--- src/rtl/lsu_mem_ctrl.sv ---
// Load/store controller between the core request port and a word-addressed data memory.
// Word-crossing accesses are split into two back-to-back memory beats.
module lsu_mem_ctrl #(
   parameter bit ALLOW_MISALIGNED = 1'b1
) (
   input  logic        clk,
   input  logic        rst,
   input  logic        req_valid,
   output logic        req_ready,
   input  logic        req_we,
   input  logic [2:0]  req_funct3,
   input  logic [31:0] req_addr,
   input  logic [31:0] req_wdata,
   output logic        rsp_valid,
   output logic        rsp_err,
   output logic [31:0] rsp_rdata,
   output logic        cs,
   output logic        wr,
   output logic [3:0]  mask,
   output logic [31:0] addr,
   output logic [31:0] data_wr,
   input  logic [31:0] data_rd
);

   typedef enum logic [1:0] {IDLE, ACC1, ACC2, RESP} state_e;

   state_e      state_q, state_d;
   logic        we_q, we_d;
   logic [2:0]  funct3_q, funct3_d;
   logic [1:0]  off_q, off_d;
   logic [29:0] word_q, word_d;
   logic [31:0] wdata_q, wdata_d;
   logic        cross_q, cross_d;
   logic        err_q, err_d;
   logic [31:0] rd1_q, rd1_d;
   logic [31:0] rdata_q, rdata_d;

   logic        accept;
   logic [2:0]  req_size;
   logic        req_cross;
   logic        req_illegal;
   logic [2:0]  cur_size;
   logic [7:0]  lane;
   logic [63:0] store_full;
   logic [31:0] load_w1;
   logic [31:0] load_w2;
   logic [31:0] load_val;

   function automatic logic [2:0] size_of(input logic [2:0] f3);
      case (f3[1:0])
         2'b00:   return 3'd1;
         2'b01:   return 3'd2;
         default: return 3'd4;
      endcase
   endfunction

   function automatic logic [31:0] extend(input logic [2:0] f3, input logic [31:0] r);
      case (f3)
         3'b000:  return {{24{r[7]}}, r[7:0]};
         3'b001:  return {{16{r[15]}}, r[15:0]};
         3'b100:  return {24'h0, r[7:0]};
         3'b101:  return {16'h0, r[15:0]};
         default: return r;
      endcase
   endfunction

   always_comb begin : decode
      accept    = req_valid && (state_q == IDLE);
      req_size  = size_of(req_funct3);
      req_cross = ({1'b0, req_addr[1:0]} + req_size) > 3'd4;
      req_illegal = 1'b0;
      if (req_funct3 == 3'b011 || req_funct3 == 3'b110 || req_funct3 == 3'b111)
         req_illegal = 1'b1;
      if (req_we && req_funct3[2])
         req_illegal = 1'b1;
      if (!ALLOW_MISALIGNED) begin
         if ((req_size == 3'd2 && req_addr[0]) || (req_size == 3'd4 && req_addr[1:0] != 2'b00))
            req_illegal = 1'b1;
      end
   end

   // Lane mask and store data span two words; the high half belongs to the second beat.
   always_comb begin : lanes
      cur_size   = size_of(funct3_q);
      lane       = ((8'h01 << cur_size) - 8'h01) << off_q;
      store_full = {32'h0, wdata_q} << {off_q, 3'b000};
      load_w1    = (state_q == ACC1) ? data_rd : rd1_q;
      load_w2    = (state_q == ACC2) ? data_rd : 32'h0;
      load_val   = extend(funct3_q, 32'({load_w2, load_w1} >> {off_q, 3'b000}));
   end

   always_ff @(posedge clk) begin
      if (rst) begin
         state_q  <= IDLE;
         we_q     <= 1'b0;
         funct3_q <= 3'b000;
         off_q    <= 2'b00;
         word_q   <= 30'h0;
         wdata_q  <= 32'h0;
         cross_q  <= 1'b0;
         err_q    <= 1'b0;
         rd1_q    <= 32'h0;
         rdata_q  <= 32'h0;
      end else begin
         state_q  <= state_d;
         we_q     <= we_d;
         funct3_q <= funct3_d;
         off_q    <= off_d;
         word_q   <= word_d;
         wdata_q  <= wdata_d;
         cross_q  <= cross_d;
         err_q    <= err_d;
         rd1_q    <= rd1_d;
         rdata_q  <= rdata_d;
      end
   end

   always_comb begin : next_state
      state_d = state_q;
      case (state_q)
         IDLE:    if (accept) state_d = req_illegal ? RESP : ACC1;
         ACC1:    state_d = cross_q ? ACC2 : RESP;
         ACC2:    state_d = RESP;
         RESP:    state_d = IDLE;
         default: state_d = IDLE;
      endcase
   end

   always_comb begin : datapath
      we_d     = we_q;
      funct3_d = funct3_q;
      off_d    = off_q;
      word_d   = word_q;
      wdata_d  = wdata_q;
      cross_d  = cross_q;
      err_d    = err_q;
      rd1_d    = rd1_q;
      rdata_d  = rdata_q;
      if (accept) begin
         we_d     = req_we;
         funct3_d = req_funct3;
         off_d    = req_addr[1:0];
         word_d   = req_addr[31:2];
         wdata_d  = req_wdata;
         cross_d  = req_cross;
         err_d    = req_illegal;
         if (req_illegal)
            rdata_d = 32'h0;
      end
      // The response data is committed on the last memory beat of the access.
      if (state_q == ACC1) begin
         rd1_d = data_rd;
         if (!cross_q)
            rdata_d = we_q ? 32'h0 : load_val;
      end
      if (state_q == ACC2)
         rdata_d = we_q ? 32'h0 : load_val;
   end

   always_comb begin : outputs
      req_ready = (state_q == IDLE) && !rst;
      cs        = 1'b1;
      wr        = 1'b1;
      mask      = 4'h0;
      addr      = 32'h0;
      data_wr   = 32'h0;
      rsp_valid = 1'b0;
      rsp_err   = 1'b0;
      rsp_rdata = rst ? 32'h0 : rdata_q;
      if (!rst) begin
         case (state_q)
            ACC1: begin
               cs      = 1'b0;
               wr      = ~we_q;
               mask    = lane[3:0];
               addr    = {2'b00, word_q};
               data_wr = store_full[31:0];
            end
            ACC2: begin
               cs      = 1'b0;
               wr      = ~we_q;
               mask    = lane[7:4];
               addr    = {2'b00, word_q + 30'd1};
               data_wr = store_full[63:32];
            end
            RESP: begin
               rsp_valid = 1'b1;
               rsp_err   = err_q;
            end
            default: ;
         endcase
      end
   end

endmodule

--- config.mk ---
export PLATFORM = sky130hd
export DESIGN_NAME = lsu_mem_ctrl
export DESIGN_NICKNAME = d
export VERILOG_FILES = /design/src/rtl/lsu_mem_ctrl.sv
export SDC_FILE = /design/constraint.sdc
export NUM_CORES = 1
export LEC_CHECK = 0
export ABC_CLOCK_PERIOD_IN_PS = 2100
export BUFFER_PORTS_ARGS = -buffer_cell sky130_fd_sc_hd__clkbuf_2
export CAP_MARGIN = 20
export CORE_MARGIN = 4
export CORE_UTILIZATION = 49
export DETAILED_ROUTE_END_ITERATION = 7
export GPL_TIMING_DRIVEN = 0
export MAX_ROUTING_LAYER = met4
export PLACE_DENSITY = 0.78
export SLEW_MARGIN = 30
export SYNTH_ARGS = -nofsm -noshare
export SYNTH_HDL_FRONTEND = slang
export SYNTH_SLANG_ARGS = --single-unit
export TNS_END_PERCENT = 5
--- constraint.sdc ---
create_clock -name clk -period 2.1 [get_ports clk]
set_clock_uncertainty 0.2 [all_clocks]
set_input_delay 0.315 -clock clk [delete_from_list [all_inputs] [get_ports clk]]
set_output_delay 0.315 -clock clk [all_outputs]
set_load 0.01 [all_outputs]
== Word level (Yosys, flattened, before mapping) ==
Index checks and enable logic that the tools add are counted.
Operators by class
  add/subtract/negate cells: 3
  order comparisons: 1
  reductions and logical operators: 11
  bitwise logic cells: 1
  equality and inequality tests: 12
  multiply operators: 0
  shifts and indexed selects: 4
  multiplexer cells: 32
  div/mod/pow operators: 0
Operators by type and width (number)
  2-to-1 mux 32 bit: 10
  case mux 32 bit (4 select lines): 1
  case mux 32 bit (2 select lines): 1
  << shifter 32 x 5 -> 64 bit: 1
  >> shifter 64 x 5 -> 32 bit: 1
  case mux 30 bit (2 select lines): 1
  adder 30 x 1 -> 30 bit, second input constant: 1
  2-to-1 mux 30 bit: 1
  equality test 3 bit, second input constant: 4
  case mux 3 bit (2 select lines): 2
  2-to-1 mux 1 bit: 11
  case mux 2 bit (4 select lines): 1
  case mux 4 bit (2 select lines): 1
  << shifter 1 x 3 -> 8 bit, first input constant: 1
  << shifter 8 x 2 -> 8 bit: 1
  subtractor 8 x 1 -> 8 bit, second input constant: 1
  equality test 2 x 1 -> 1 bit, second input constant: 3
  logical NOT 2 bit: 3
  equality test 2 bit, second input constant: 2
  2-to-1 mux 2 bit: 2
  2-to-1 mux 4 bit: 1
  adder 2 x 3 -> 3 bit: 1
  equality test 3 x 1 -> 1 bit, second input constant: 1
  equality test 3 x 2 -> 1 bit, second input constant: 1
  8 further kinds: 11
Storage, ports and cells
  register bits after elaboration: 136
  latch bits: 0
  memories kept: 0
  input port bits: 103
  ROM bits: 0
  memory bits (writable): 0

== Depth between registers and ports, before layout ==
  depth after elaboration: 10
  mapped depth: 11
  gate-level depth less buffers: 7

== Worst setup path before layout ==
Ideal clock, no wire load.
  kind: flip-flop to output port
  start point: register state_q[0]
  end point: output port addr[17]
  slack: -0.410 ns
  buffers on the path: 2
  required time: 1.585 ns
  cell stages (with the launch flop): 8
  arrival time: 1.995 ns
  cells stage by stage: dfxtp_1 -> inv_1 -> ha_1 -> nor2b_1 -> clkbuf_1 -> nand2_1 -> clkbuf_1 -> o41ai_1
Between the ends
  word-level cells in the longest chain between the ends: 3
RTL lines
  start: declaration: line 27  | state_e state_q, state_d;
  start signal: assignment: line 105  | state_q <= state_d;
  equality test 2 bit / equality test 2 x 1 -> 1 bit (equally long branches): line 171  | case (state_q)
  case mux 30 bit (2 select lines) (*): line 171
  2-to-1 mux 30 bit (*): line 170  | if (!rst) begin
  end: declaration: line 20  | output logic [31:0] addr,
Every way passes the cells marked *; elsewhere a longest branch is shown, timed or not.

== Worst setup path after layout ==
  start point: register word_q[2]
  end point: output port addr[27]
Between the ends
  word-level cells in the longest chain between the ends: 3
RTL lines
  start: declaration: line 31  | logic [29:0] word_q, word_d;
  start signal: assignment: line 109  | word_q <= word_d;
  adder 30 x 1 -> 30 bit: line 183  | addr = {2'b00, word_q + 30'd1};
  case mux 30 bit (2 select lines): line 171
  2-to-1 mux 30 bit: line 170
Every way passes these cells.

==> flow_summary.toml <==
[outcome]
status = "finished, violations left"
violations = "negative setup slack"

[sta]
slew_headroom_pct = 49.0
maxSlewViolCount = 0
setup_viol = 101
rsz0062_at_grt = "yes"
finalHoldViolCount = 0
worst_pin_slew_ps = 765
max_freq_mhz = 354
final.min_clock_period_ps = 2820
fin_ws_ps = -723
period_share_pct = 134
tns_ps = -49390
holdWs_ps = 5.53

[synthesis]
netlist_area_um2 = 8100
seq_area_frac_synth_pct = 33.6
ys.flop_type = "dfxtp_1"
yosysMostFrequentCell = "nand2_1"
synth-compound-area-share_pct = 21.9
yosysWarnings = 0
synth_top_family_by_area = "simple AND/OR/NAND/NOR gates"
synthMuxAreaShare_pct = 12.2
ys_ff_latch = 136
synth.distinct_cells = 67
synth_top_area_share_pct = 33.6
synth_area_leader_cell = "dfxtp_1"
synth_fa_ha_area_share_pct = 1.79
async_flop_share_pct = 0
avgSynthCellArea_um2 = 7.76
synth_cells = 1044
synth_area_leaders = "dfxtp_1 34%, mux2i_1 11%, nand2_1 9.8%, a21oi_1 6.4%, nor2b_1 4.1%"
synthSimpleGateAreaFrac_pct = 24.1
synth_xor_xnor_area_share_pct = 0.865
synth_edf_count = 0
synth_common_cells = "212 x nand2_1, 136 x dfxtp_1, 103 x a21oi_1, 87 x mux2i_1, 67 x nor2_1"

[pwr]
p_leak_nw = 5.04
p_clk_share_pct = 25.5
power.density_nw_per_um2 = 1050
seq_power_share_pct = 29.0
p_switching_mw = 5.09
sw_frac_of_total_pct = 40.3
comb_power_share_pct = 45.4
internal_power_mw = 7.53
peakVddDrop_uv = 709

[global_route]
grt_pass1_vias = 9052
use_met2_pct = 51.6
overflow = 0
grt_max_degree = 17
busiest_layer = "met2"
antenna_found_initial = 0
grt_pass1_wl_um = 47800
track_usage_pct = 33.8
grtUsageMet3_pct = 6.65
grtUsageMet1_pct = 43.6

[setup_path]
critPathArrivalTime_ps = 2310
endpoint_kind = "output pin"
worstPathRequired_ps = 1580
worstSetupStartpointType = "register"
reg2reg_from = "state_q[1]"
r2r_cells = 9
critPathLaunch = "word_q[2]"
cp_max_fo = 8
crit_type = "reg2out"

[final_layout]
utilization_pct = 75.1
syn_to_final_growth_pct = 48.9
fin_nets = 1486
n_antenna_cell = 0
layout-drive-gt1-share_pct = 35.2

[die]
dieArea_um2 = 18700
die_height_um = 137
initial_core_util_pct = 50.5
die_x_um = 137
core_area_um2 = 16100
rows = 46
pin_count = 208

[drt]
drtIter0Drc = 1307
vias = 9805
ant_nets = 0
route.detailed.drc = 0
dr.pass1.iters = 6
wl_per_cell_um = 20.5
viasPerCell = 6.13
totalWireLength_um = 32900

[hold_path]
hp-class = "in2reg"
worstHoldStart = "data_rd[18]"
min_path_cells = 3

[place]
dp_hpwl_um = 21300
gp_congestion = 1.01
port_buffers = 205

[clock_network]
cts.clk_slew.worst_paths_ps = 60
htreeDepth = 4
cts_tree = "yes"
clk_latency_ps = 430
cts.sinks = 136
cts_buffers = 17
cts_buffer_depth = 2
cts-root-buf = "clkbuf_16"

[run]
cap_violations = 0
[critical path, cell delays in order, from the launching register on]
cell and delay, ps:
dfxtp_1 340, buf_6 140, nand4_4 200, nor2_4 220, nand4_1 200, buf_4 210
o211ai_1 270, o31ai_4 130, clkbuf_2 150
[state kept, by name, indices dropped and copies added, names as in the netlist]
| signal | flops |
|---|---|
| cross_q | 1 |
| funct3_q | 3 |
| word_q | 30 |
| wdata_q | 32 |
| off_q | 2 |
| we_q | 1 |
| state_q | 2 |
| rdata_q | 32 |
| err_q | 1 |
| rd1_q | 32 |
[worst paths after layout]
kind            endpoint  slack, ps
max             addr[27]       -720
min            rd1_q[18]          6
max reg2reg  rdata_q[30]       -470
min reg2reg      cross_q        250
[layer usage]
layer,share of wire [%],vias up
li1,-,4335
met5,0,-
met1,38,4541
met2,45,760
met4,4.9,0
met3,11,169
[logic make-up (layout without fill, tap and decap cells)]
group	Yosys count	in the layout
XOR/XNOR	8	8
AND/OR/NAND/NOR	422	422
other	1	2
AO/OA/AOI/OAI	269	269
flip-flops	136	136
multiplexers	96	96
buffers and inverters	101	440
adder cells (fa/ha/maj)	11	11
[power by group through the flow]
stage / Clock, mW / Sequential (mW) / Combinational [mW]
2_1_floorplan: 0 / 3.48 / 3.23
3_3_place_gp: 0 / 3.58 / 4.40
3_5_place_dp: 0 / 3.61 / 4.49
4_1_cts: 3.22 / 3.59 / 5.14
5_1_grt: 3.36 / 3.71 / 6.09
6_report: 3.22 / 3.66 / 5.73
[stage by stage]
| step | std cells | instance area [µm²] | power (mW) | worst slack [ps] |
|---|---|---|---|---|
| floorplan | 1045 | 8260 | 6.71 | -146 |
| global placement | 1466 | 9560 | 7.99 | -662 |
| detailed placement | 1466 | 9560 | 8.09 | -652 |
| CTS | 1588 | 11600 | 11.9 | -679 |
| global route | 1600 | 12100 | 13.2 | -787 |
| finish | 1600 | 12100 | 12.6 | -723 |
[area by class of cell]
class                   instances  area [µm²]
clock inverters                14         198
fillers                      1080        4000
inverters                      13        55.1
multi-input cells             808        5620
well taps                     216         270
plain buffers                  82         647
repair buffers                314        2090
clock buffers                  17         425
flip-flops and latches        136        2750
[repair_timing]
action | 4_1_cts | 5_1_grt
setup buffers | 18 | 11
endpoints found under the setup margin | 171 | 109
endpoints found under the hold margin | 74 | 2
cloned | 4 | 0
resized for setup | 139 | 161
hold buffers | 74 | 2
pin swaps | 26 | 24
[cells in the final DEF (no fill, tap or decap), types with 11 or more instances in the layout]
master         count
buf_4             36
mux2i_2           15
o21ai_0           24
buf_2             45
a22o_1            11
dfxtp_2           12
nor2b_1           51
dfxtp_1          121
clkbuf_2         174
clkbuf_16         21
nand2_1          200
a21oi_1           96
clkbuf_1          24
buf_6             21
o21ai_2           12
nor2_1            61
o2bb2ai_1         12
dlygate4sd3_1     76
mux2i_1           72
nand3_1           22
No activity file was read; power rests on OpenSTA's default activity.
